===== config.mk =====
export PLATFORM = sky130hd
export DESIGN_NAME = regfile_wb_ctrl
export DESIGN_NICKNAME = d
export VERILOG_FILES = /design/src/rtl/rv32_wb_pkg.sv /design/src/rtl/wb_fifo.sv /design/src/rtl/regfile_wb_ctrl.sv
export SDC_FILE = /design/constraint.sdc
export NUM_CORES = 1
export LEC_CHECK = 0
export CORE_AREA = 3 3 128 130
export DETAILED_ROUTE_END_ITERATION = 10
export DIE_AREA = 0 0 131 133
export MAX_ROUTING_LAYER = met4
export PLACE_DENSITY = 0.78
export SLEW_MARGIN = 20
export SYNTH_ARGS = -nofsm -noshare
export SYNTH_HDL_FRONTEND = slang
export SYNTH_SLANG_ARGS = --single-unit

===== constraint.sdc =====
create_clock -name CLOCK -period 4.7 [get_ports CLOCK]
set_input_delay 1.41 -clock CLOCK [delete_from_list [all_inputs] [get_ports CLOCK]]
set_output_delay 1.41 -clock CLOCK [all_outputs]
set_load 0.005 [all_outputs]

===== src/rtl/rv32_wb_pkg.sv =====
// -----------------------------------------------------------------------------
// rv32_wb_pkg
// Shared widths, the register-file writeback entry type and the x0 constant
// for the RV32IM register-file writeback/hazard controller.
// -----------------------------------------------------------------------------
package rv32_wb_pkg;

   localparam int DATA_W   = 32;
   localparam int ADDR_W   = 5;
   localparam int NUM_REGS = 32;

   // x0 is hard-wired to zero: never busy, never written.
   localparam logic [ADDR_W-1:0] REG_ZERO = '0;

   // One pending register-file write: destination and value.
   typedef struct packed {
      logic [ADDR_W-1:0] rd;
      logic [DATA_W-1:0] data;
   } wb_entry_t;

endpackage : rv32_wb_pkg


===== src/rtl/wb_fifo.sv =====
// -----------------------------------------------------------------------------
// wb_fifo
// Synchronous DEPTH-entry FIFO of wb_entry_t that buffers mul/div results
// until the writeback port is free.
//
// Ports:
//   i_clk    rising-edge clock
//   i_rst    asynchronous active-high reset; empties the FIFO
//   i_push   write i_data at the edge (ignored when full)
//   i_data   entry to write
//   i_pop    drop the head at the edge (ignored when empty)
//   o_head   current head entry (valid when !o_empty)
//   o_full   DEPTH entries held
//   o_empty  no entries held
// -----------------------------------------------------------------------------
module wb_fifo
   import rv32_wb_pkg::*;
#(
   parameter int DEPTH = 2
) (
   input  logic      i_clk,
   input  logic      i_rst,
   input  logic      i_push,
   input  wb_entry_t i_data,
   input  logic      i_pop,
   output wb_entry_t o_head,
   output logic      o_full,
   output logic      o_empty
);

   localparam int PTR_W = $clog2(DEPTH);

   // Pointers carry one extra wrap bit so full and empty are distinguishable.
   logic [PTR_W:0] r_wr_ptr;
   logic [PTR_W:0] r_rd_ptr;
   wb_entry_t      r_mem [DEPTH];

   logic w_do_push;
   logic w_do_pop;

   assign o_empty   = (r_wr_ptr == r_rd_ptr);
   assign o_full    = (r_wr_ptr[PTR_W] != r_rd_ptr[PTR_W]) &&
                      (r_wr_ptr[PTR_W-1:0] == r_rd_ptr[PTR_W-1:0]);
   assign w_do_push = i_push && !o_full;
   assign w_do_pop  = i_pop  && !o_empty;
   assign o_head    = r_mem[r_rd_ptr[PTR_W-1:0]];

   // NOTE: sequential state uses non-blocking (<=) so every flop samples the
   // pre-edge values, independent of block ordering.
   always_ff @(posedge i_clk or posedge i_rst) begin
      if (i_rst) begin
         r_wr_ptr <= '0;
         r_rd_ptr <= '0;
      end else begin
         if (w_do_push) r_wr_ptr <= r_wr_ptr + 1'b1;
         if (w_do_pop)  r_rd_ptr <= r_rd_ptr + 1'b1;
      end
   end

   // NOTE: storage is deliberately not reset; the pointers alone define which
   // entries are live, so stale contents are never observed.
   always_ff @(posedge i_clk) begin
      if (w_do_push) r_mem[r_wr_ptr[PTR_W-1:0]] <= i_data;
   end

endmodule : wb_fifo


===== src/rtl/regfile_wb_ctrl.sv =====
// -----------------------------------------------------------------------------
// regfile_wb_ctrl
// Writer/hazard side of the RV32IM 32x32 register file. Keeps a per-register
// busy scoreboard, stalls issue on RAW/WAW hazards, and arbitrates the ALU
// and buffered mul/div results onto the single register-file write port.
//
// Ports:
//   CLOCK, RESET                 rising-edge clock, async active-high reset
//   ISSUE_VALID/RD/RS1/RS2       instruction presented by decode
//   ISSUE_USES_RS1/RS2           source operand is real
//   STALL                        combinational: issue not accepted this cycle
//   ALU_WB_VALID/RD/DATA         single-cycle result, always accepted
//   MD_WB_VALID/RD/DATA          mul/div result, handshaked with MD_WB_READY
//   MD_WB_READY                  FIFO can accept a mul/div result
//   RF_WRITE/RF_INADDRESS/RF_IN  registered register-file write port
//   BUSY                         scoreboard, bit 0 always 0
// -----------------------------------------------------------------------------
module regfile_wb_ctrl
   import rv32_wb_pkg::*;
#(
   parameter int DATA_W   = rv32_wb_pkg::DATA_W,
   parameter int ADDR_W   = rv32_wb_pkg::ADDR_W,
   parameter int MD_DEPTH = 2
) (
   input  logic                CLOCK,
   input  logic                RESET,
   input  logic                ISSUE_VALID,
   input  logic [ADDR_W-1:0]   ISSUE_RD,
   input  logic [ADDR_W-1:0]   ISSUE_RS1,
   input  logic [ADDR_W-1:0]   ISSUE_RS2,
   input  logic                ISSUE_USES_RS1,
   input  logic                ISSUE_USES_RS2,
   output logic                STALL,
   input  logic                ALU_WB_VALID,
   input  logic [ADDR_W-1:0]   ALU_WB_RD,
   input  logic [DATA_W-1:0]   ALU_WB_DATA,
   input  logic                MD_WB_VALID,
   input  logic [ADDR_W-1:0]   MD_WB_RD,
   input  logic [DATA_W-1:0]   MD_WB_DATA,
   output logic                MD_WB_READY,
   output logic                RF_WRITE,
   output logic [ADDR_W-1:0]   RF_INADDRESS,
   output logic [DATA_W-1:0]   RF_IN,
   output logic [NUM_REGS-1:0] BUSY
);

   logic [NUM_REGS-1:0] r_busy;
   logic                r_rf_write;
   logic [ADDR_W-1:0]   r_rf_addr;
   logic [DATA_W-1:0]   r_rf_data;

   logic [NUM_REGS-1:0] w_busy_next;
   logic                w_issue_accept;
   logic                w_fifo_full;
   logic                w_fifo_empty;
   logic                w_push;
   logic                w_pop;
   logic                w_sel_valid;
   logic                w_sel_write;
   wb_entry_t           w_head;
   wb_entry_t           w_sel;

   // ---------------- mul/div buffer ----------------
   // No full-bypass: READY depends only on the stored count.
   assign MD_WB_READY = !w_fifo_full && !RESET;
   assign w_push      = MD_WB_VALID && MD_WB_READY;

   wb_fifo #(
      .DEPTH (MD_DEPTH)
   ) u_md_fifo (
      .i_clk   (CLOCK),
      .i_rst   (RESET),
      .i_push  (w_push),
      .i_data  (wb_entry_t'{rd: MD_WB_RD, data: MD_WB_DATA}),
      .i_pop   (w_pop),
      .o_head  (w_head),
      .o_full  (w_fifo_full),
      .o_empty (w_fifo_empty)
   );

   // ---------------- writeback arbiter ----------------
   // ALU first; the FIFO head only goes when the ALU is idle. A fresh push is
   // never visible at the head in the same cycle, so there is no MD bypass.
   assign w_pop       = !ALU_WB_VALID && !w_fifo_empty;
   assign w_sel_valid = ALU_WB_VALID || !w_fifo_empty;
   assign w_sel       = ALU_WB_VALID ? wb_entry_t'{rd: ALU_WB_RD, data: ALU_WB_DATA}
                                     : w_head;
   // Entries for x0 are consumed but never reach the register file.
   assign w_sel_write = w_sel_valid && (w_sel.rd != REG_ZERO);

   // ---------------- hazard detection ----------------
   assign STALL = ISSUE_VALID &&
                  ((ISSUE_USES_RS1 && r_busy[ISSUE_RS1]) ||
                   (ISSUE_USES_RS2 && r_busy[ISSUE_RS2]) ||
                   r_busy[ISSUE_RD]);
   assign w_issue_accept = ISSUE_VALID && !STALL;

   // Clear follows the register-file commit; a set at the same index is
   // applied afterwards so it wins.
   // NOTE: every always_comb output gets a full default first so no path
   // leaves it unassigned, which would infer a latch.
   always_comb begin
      w_busy_next = r_busy;
      if (r_rf_write) w_busy_next[r_rf_addr] = 1'b0;
      if (w_issue_accept && (ISSUE_RD != REG_ZERO)) w_busy_next[ISSUE_RD] = 1'b1;
      w_busy_next[0] = 1'b0;
   end

   always_ff @(posedge CLOCK or posedge RESET) begin
      if (RESET) begin
         r_busy     <= '0;
         r_rf_write <= 1'b0;
         r_rf_addr  <= '0;
         r_rf_data  <= '0;
      end else begin
         r_busy     <= w_busy_next;
         r_rf_write <= w_sel_write;
         // Address/data hold their last written values while idle.
         if (w_sel_write) begin
            r_rf_addr <= w_sel.rd;
            r_rf_data <= w_sel.data;
         end
      end
   end

   assign BUSY         = r_busy;
   assign RF_WRITE     = r_rf_write;
   assign RF_INADDRESS = r_rf_addr;
   assign RF_IN        = r_rf_data;

endmodule : regfile_wb_ctrl


==> insert_results.sql, run 1 <==
INSERT INTO impl_metrics (metric_group, metric, value, unit) VALUES
('clock_tree', 'cts-root-buf', 'sky130_fd_sc_hd__clkbuf_16', ''),
('setup_path', 'critical_path.max_stage_delay', '0.53', 'ns'),
('synthesis', 'yosys_warnings', '0', ''),
('routing', 'route.detailed.drc', '0', ''),
('clock_tree', 'cts_hold_buf', '0', ''),
('global_route', 'antenna_found_initial', '0', ''),
('setup_path', 'worst_path_max_delay_cell', 'sky130_fd_sc_hd__clkdlybuf4s50_1', ''),
('sta', 'unrepaired_setup_endpoints_after_global_routing', 'no', ''),
('synthesis', 'asyncSetResetFlopFracSynth', '49.7', '%'),
('setup_path', 'critical_path.endpoint_type', 'output pin', ''),
('placed_design', 'port_buffers', '166', ''),
('placed_design', 'detailed_place_hpwl', '13.7', 'mm'),
('setup_path', 'path_max_fanout', '9', ''),
('die', 'top_level_ports', '168', ''),
('power', 'vdd_drop_max', '0.336', 'mV'),
('setup_path', 'cp_data_required_time', '3.29', 'ns'),
('synthesis', 'most_frequent_cell_after_synthesis', 'sky130_fd_sc_hd__edfxtp_1', ''),
('die', 'core.rowCount', '45', ''),
('finish', 'final_cell_count_no_fill', '994', ''),
('power', 'clock_power_share', '23.7', '%'),
('placed_design', 'placed_cell_count', '954', ''),
('setup_path', 'worstPathArrival', '3.22', 'ns'),
('finish', 'stdcell_area', '9600', 'um^2'),
('clock_tree', 'cts_max_level', '4', ''),
('power', 'sw_frac_of_total', '33.1', '%'),
('sta', 'setup_total_negative_slack', '0', 'ns'),
('routing', 'dr.pass1.iters', '5', ''),
('clock_tree', 'clock-sinks', '147', ''),
('synthesis', 'ys.flop_type', 'sky130_fd_sc_hd__edfxtp_1', ''),
('power', 'seqPwrFrac', '39.8', '%'),
('power', 'internal_power', '3.70', 'mW'),
('clock_tree', 'clock_tree.buffer_depth', '2', ''),
('synthesis', 'syn_nets', '682', ''),
('sta', 'final-setup-viol-count', '0', ''),
('clock_tree', 'clkSlewWorstSetupHoldPaths', '0.05', 'ns'),
('clock_tree', 'clk-insertion-delay-late', '0.42', 'ns'),
('synthesis', 'synth-seq-cells', '147', ''),
('sta', 'final_max_slew_viol_count', '0', ''),
('die', 'design.die.area', '17400', 'um^2'),
('sta', 'tightest_slew', '0.769', 'ns'),
('setup_path', 'worst_path_dominant_cell_family', 'buffers and inverters', ''),
('power', 'share_comb_of_total_power', '36.6', '%'),
('synthesis', 'syn-cell-area', '6900', 'um^2'),
('status', 'outcome', 'finished clean', ''),
('power', 'power_per_cell_area', '577', 'nW/um^2'),
('synthesis', 'synth_seq_area_share', '58.7', '%'),
('synthesis', 'netlist_top_cells_area', 'sky130_fd_sc_hd__edfxtp_1, sky130_fd_sc_hd__dfrtp_1, sky130_fd_sc_hd__mux2i_1', ''),
('routing', 'detail_route.wirelength', '19.2', 'mm'),
('setup_path', 'critPathKind', 'input port to output pin', ''),
('placed_design', 'place_congestion', '0.928', ''),
('sta', 'achievable-frequency', '216', 'MHz'),
('power', 'leakagePower', '3.69', 'nW'),
('routing', 'wire_per_inst', '19.4', 'um'),
('synthesis', 'syn_avg_cell_area', '11.8', 'um^2'),
('sta', 'post-route-min-period', '4.63', 'ns'),
('sta', 'slew-limit-headroom', '48.7', '%'),
('synthesis', 'cells_after_synthesis', '586', ''),
('die', 'die_height', '133', 'um'),
('global_route', 'first_global_vias', '5927', ''),
('routing', 'antenna_left', '0', ''),
('setup_path', 'start_kind', 'input port', ''),
('sta', 'timing.final.ws_setup', '0.0673', 'ns'),
('synthesis', 'synth_top_cell_area_share', '32.2', '%'),
('routing', 'routed_via_density', '5.62', ''),
('run', 'maximum_capacitance_violations', '0', ''),
('routing', 'drtIter0Drc', '342', ''),
('clock_tree', 'cts-buffers-inserted', '17', ''),
('setup_path', 'crit_chain', 'clkdlybuf4s50_1 -> buf_6 -> mux4_2 -> or2_2 -> nand3_2 -> nand4_2 -> o21a_1 -> buf_2', ''),
('synthesis', 'synth-edff-count', '74', ''),
('sta', 'post-route-period-util', '98.6', '%'),
('setup_path', 'timing.critical_path.buf_inv', '3', '');
==> area by class of cell <==
type / count / area, um^2
fillers: 1214 / 5660
flip-flops and latches: 147 / 4050
multi-input cells: 392 / 2720
repair buffers: 206 / 1960
clock buffers: 26 / 553
well taps: 211 / 264
clock inverters: 6 / 37.5
inverters: 5 / 18.8
diodes: 1 / 2.50
==> state kept, by name (all words and copies together), names as in the netlist <==
register / count
RF_WRITE: 1
u_md_fifo.r_mem: 74
BUSY: 31
RF_IN: 32
RF_INADDRESS: 5
u_md_fifo.r_wr_ptr: 2
u_md_fifo.r_rd_ptr: 2
==> per-stage QoR <==
stage                     util (%)  total power, mW  hold WS (ns)
final                         62.9             5.54         0.478
after detailed placement      58.4             4.22         0.473
after global placement        58.4             4.13         0.461
after global routing          62.9             5.86         0.524
after floorplan                  -             3.12         0.473
after CTS                     62.7             5.56         0.482
==> cell families (layout without fill, tap and decap cells) <==
| logic type | count (synthesis) | count (layout) | synth area share [%] |
|---|---|---|---|
| DFF | 147 | 147 | 58.7 |
| AOI/OAI and AO/OA | 161 | 161 | 14.0 |
| muxes | 76 | 76 | 13.5 |
| buffers and inverters | 47 | 243 | 2.81 |
| xor gates and xnor gates | 4 | 4 | 0.508 |
| other | 1 | 2 | 0.0544 |
| and+or+nand+nor | 150 | 150 | 10.5 |
==> worst register-to-register path, cell delays in order, from the launching register on <==
cell and delay (ns):
sky130_fd_sc_hd__dfrtp_1 0.47, sky130_fd_sc_hd__mux4_2 0.49, sky130_fd_sc_hd__a22o_1 0.24, sky130_fd_sc_hd__a211o_1 0.27, sky130_fd_sc_hd__nor3_2 0.14, sky130_fd_sc_hd__nand4_2 0.11
sky130_fd_sc_hd__buf_4 0.15, sky130_fd_sc_hd__buf_4 0.12, sky130_fd_sc_hd__buf_4 0.23, sky130_fd_sc_hd__o41ai_1 0.45
==> power groups by stage <==
stage	clock network (mW)	registers, mW	logic [mW]
final	1.31	2.20	2.02
after floorplan	0	2.07	1.04
after global placement	0	2.19	1.94
after CTS	1.33	2.19	2.03
after global routing	1.39	2.26	2.22
after detailed placement	0	2.21	2.01
==> timing repair <==
action                     4_1_cts  5_1_grt
gates resized for setup         30        7
pin swaps                        6        3
hold endpoints to repair         0        0
setup endpoints to repair        1        1
setup buffers                    5        2
==> cell usage in the layout (no fill, tap or decap), drive strengths merged, types with 4 or more instances in the layout <==
cell / synthesis / final
nand3: 6 / 6
or3b: 4 / 4
a21oi: 41 / 41
o31ai: 19 / 19
clkdlybuf4s50: 0 / 154
o41ai: 12 / 12
buf: 18 / 43
nand2: 61 / 61
mux2i: 49 / 49
nor3: 4 / 4
nand3b: 10 / 10
dfrtp: 73 / 73
clkinv: 0 / 4
dlygate4sd2: 0 / 6
inv: 5 / 6
clkbuf: 24 / 27
mux2: 15 / 15
nor2: 39 / 39
edfxtp: 74 / 74
nor2b: 8 / 8
o21ai: 69 / 69
mux4: 12 / 12
==> per-layer routing <==
metal  vias up  track usage, %  share of wire, %
met1      2718            28.9                41
met5         -               -                 0
met3        32            5.05               8.0
li1       2559               -                 -
met2       281            37.4                50
met4         0            7.66               1.8
==> final timing paths <==
kind                              start  cells after the start               endpoint  slack, ns
hold / removal                RF_IN[30]                      2              RF_IN[30]       0.48
setup reg to reg               BUSY[23]                      9               BUSY[11]       1.89
setup / recovery           ISSUE_RS1[2]                      8                  STALL       0.07
hold reg to reg               RF_IN[30]                      2              RF_IN[30]       0.48
max in group asynchronous         RESET                      3               RF_IN[8]       2.42
min in group asynchronous         RESET                      2  u_md_fifo.r_wr_ptr[0]       1.49
Power figures use the tool's default switching activity.
==> run 2, diff against run 1 <==
--- a/config.mk
+++ b/config.mk
@@ -5,11 +5,12 @@
 export SDC_FILE = /design/constraint.sdc
 export NUM_CORES = 1
 export LEC_CHECK = 0
-export CORE_AREA = 3 3 128 130
+export CORE_AREA = 3 3 98 170
 export DETAILED_ROUTE_END_ITERATION = 10
-export DIE_AREA = 0 0 131 133
+export DIE_AREA = 0 0 101 173
 export MAX_ROUTING_LAYER = met4
 export PLACE_DENSITY = 0.78
+export SETUP_SLACK_MARGIN = 0.05
 export SLEW_MARGIN = 20
 export SYNTH_ARGS = -nofsm -noshare
 export SYNTH_HDL_FRONTEND = slang
==> run 2 against run 1 <==
Worst hold slack improved by 0.0038 ns. Combinational power rose by 2%. Clock power barely moved. Final cell count fell by 2.0%. Count of clock-buffer cells in the layout fell by 9. Critical endpoint unchanged. Largest cell class unchanged. Highest routed layer unchanged.
==> insert_results.sql, run 2 (synthesized netlist as in run 1, its figures left out) <==
INSERT INTO impl_metrics (metric_group, metric, value, unit) VALUES
('status', 'outcome', 'finished clean', ''),
('setup_path', 'critPathKind', 'input port to output pin', ''),
('routing', 'routed-via-count', '5680', ''),
('sta', 'final-setup-viol-count', '0', ''),
('sta', 'timing.hold.ws', '0.482', 'ns'),
('routing', 'antenna_left', '0', ''),
('routing', 'routed_via_density', '5.83', ''),
('finish', 'nNetsFinal', '871', ''),
('finish', 'antenna_cells', '0', ''),
('sta', 'final_max_slew_viol_count', '0', ''),
('power', 'leakagePower', '3.71', 'nW'),
('setup_path', 'timing.critical_path.buf_inv', '3', ''),
('setup_path', 'worst_path_max_delay_cell', 'sky130_fd_sc_hd__nor3b_1', ''),
('die', 'design.die.area', '17500', 'um^2'),
('setup_path', 'r2r_end', 'RF_IN[11]', ''),
('sta', 'timing_hold_violations_final', '0', ''),
('global_route', 'grt_overflow', '0', ''),
('setup_path', 'path_max_fanout', '7', ''),
('setup_path', 'rr_worst_depth', '7', ''),
('clock_tree', 'tritoncts', 'done', ''),
('die', 'die_width', '101', 'um'),
('clock_tree', 'cts-root-buf', 'sky130_fd_sc_hd__clkbuf_16', ''),
('power', 'power_per_cell_area', '580', 'nW/um^2'),
('hold_path', 'hp-class', 'register to register', ''),
('finish', 'final_common_cell', 'sky130_fd_sc_hd__clkdlybuf4s50_1', ''),
('clock_tree', 'clock-sinks', '147', ''),
('setup_path', 'worst_path_dominant_cell_family', 'buffers and inverters', ''),
('die', 'top_level_ports', '168', ''),
('clock_tree', 'cts_hold_buf', '0', ''),
('routing', 'dr.pass1.iters', '7', ''),
('clock_tree', 'clock_tree.buffer_depth', '2', ''),
('global_route', 'grt_pass1_wl', '31.2', 'mm'),
('die', 'coreArea', '15500', 'um^2'),
('finish', 'area.growth.synth_to_final', '39.6', '%'),
('finish', 'most-common-layout-cells', 'sky130_fd_sc_hd__clkdlybuf4s50_1, sky130_fd_sc_hd__edfxtp_1, sky130_fd_sc_hd__dfrtp_1', ''),
('global_route', 'grt_start_max_net_pins', '62', ''),
('sta', 'slew-limit-headroom', '52.3', '%'),
('setup_path', 'worst_setup_path_endpoint', 'STALL', ''),
('sta', 'post-route-min-period', '4.59', 'ns'),
('setup_path', 'start_kind', 'input port', ''),
('clock_tree', 'cts-buffers-inserted', '17', ''),
('clock_tree', 'cts_max_level', '4', ''),
('setup_path', 'critical_path.endpoint_type', 'output pin', ''),
('sta', 'post-route-period-util', '97.6', '%'),
('global_route', 'antenna_found_initial', '0', ''),
('finish', 'post_route_cells_drive_above_1_share', '16.4', '%'),
('finish', 'final.fill_count', '1223', ''),
('setup_path', 'cp_data_required_time', '3.29', 'ns'),
('sta', 'tightest_slew', '0.715', 'ns'),
('setup_path', 'setup.worst_path.start', 'ISSUE_RD[4]', ''),
('setup_path', 'worstPathArrival', '3.18', 'ns'),
('power', 'vdd_drop_max', '0.376', 'mV'),
('routing', 'drtIter0Drc', '262', ''),
('die', 'initial_utilization', '44.6', '%'),
('clock_tree', 'clk-insertion-delay-late', '0.41', 'ns'),
('global_route', 'track_usage', '23.9', '%'),
('placed_design', 'detailed_place_hpwl', '14.9', 'mm'),
('routing', 'route.detailed.drc', '0', ''),
('routing', 'wire_per_inst', '20.9', 'um'),
('sta', 'setup_total_negative_slack', '0', 'ns'),
('die', 'core.rowCount', '60', ''),
('finish', 'layout_utilization', '62.3', '%'),
('clock_tree', 'clkSlewWorstSetupHoldPaths', '0.06', 'ns'),
('placed_design', 'port_buffers', '166', ''),
('run', 'maximum_capacitance_violations', '0', ''),
('placed_design', 'place_congestion', '0.956', ''),
('setup_path', 'worst-path-stages', '9', ''),
('setup_path', 'critical_path.max_stage_delay', '0.47', 'ns'),
('setup_path', 'source_of_the_worst_register_to_register_timing_path', 'u_md_fifo.r_rd_ptr[0]', ''),
('die', 'die_height', '173', 'um'),
('sta', 'clock_skew', '0.00985', 'ns'),
('setup_path', 'rrSetupSlack', '1.82', 'ns'),
('finish', 'largest_register_ff_count', '74', ''),
('sta', 'achievable-frequency', '218', 'MHz'),
('sta', 'unrepaired_setup_endpoints_after_global_routing', 'no', ''),
('global_route', 'first_global_vias', '6000', ''),
('routing', 'detail_route.wirelength', '20.4', 'mm'),
('setup_path', 'crit_chain', 'dlygate4sd2_1 -> buf_4 -> nor3b_1 -> a22oi_1 -> a21oi_1 -> nor3_2 -> nand4_2 -> o21a_1 -> buf_2', ''),
('finish', 'final_cell_count_no_fill', '974', ''),
('placed_design', 'placed_cell_count', '936', '');
## run 2: timing repair
item                                    in CTS  in global routing
resized for setup                           32                  8
pin swaps                                    6                  5
endpoints found under the setup margin       1                  1
endpoints found under the hold margin        0                  0
cloned                                       1                  0
buffers inserted                             3                  2
## run 2: report_power, final
part	internal [mW]	total, mW	switching, mW	leakage, nW
clock network	0.716	1.32	0.600	0.284
registers	1.79	2.21	0.419	1.56
logic	1.12	2.07	0.950	1.87
## run 2: worst min path at each step
stage	from	end	slack, ns	cells after the start
after floorplan	RF_IN[0]	RF_IN[0]	0.47	2
after global placement	RF_IN[1]	RF_IN[1]	0.46	2
after detailed placement	RF_IN[14]	RF_IN[14]	0.47	2
after CTS	RF_IN[14]	RF_IN[14]	0.48	2
after global routing	RF_IN[1]	RF_IN[1]	0.51	2
final	RF_IN[14]	RF_IN[14]	0.48	2
## run 2: layout make-up
cell class	instances	area [um^2]	area share, %
Tap cell	186	233	2.42
Sequential cell	147	4050	42.1
Clock buffer	17	425	4.42
Inverter	5	18.8	0.195
Multi-Input combinational cell	392	2710	28.1
Clock inverter	15	161	1.68
Timing Repair Buffer	212	2030	21.1
## run 2: through the flow
step	worst slack (ns)	power (mW)	instance area, um^2
2_1_floorplan	0.107	3.12	6900
3_3_place_gp	-0.622	4.19	8940
3_5_place_dp	-0.682	4.28	8940
4_1_cts	0.0626	5.62	9600
5_1_grt	0.0609	5.91	9630
6_report	0.114	5.59	9630
## run 2: tightest hold or removal path, cell delays in order, from the launching register on
cell                      delay (ns)
sky130_fd_sc_hd__dfrtp_1        0.34
sky130_fd_sc_hd__nand2_1        0.04
sky130_fd_sc_hd__o21ai_0        0.06
## run 2: routing by layer
layer / vias to the layer above / wire, um / GRT usage (%)
met1: 2724 / 6970 / 24.6
li1: 2574 / - / -
met5: - / 0 / -
met3: 84 / 1300 / 4.00
met2: 298 / 10900 / 41.6
met4: 0 / 1210 / 14.1
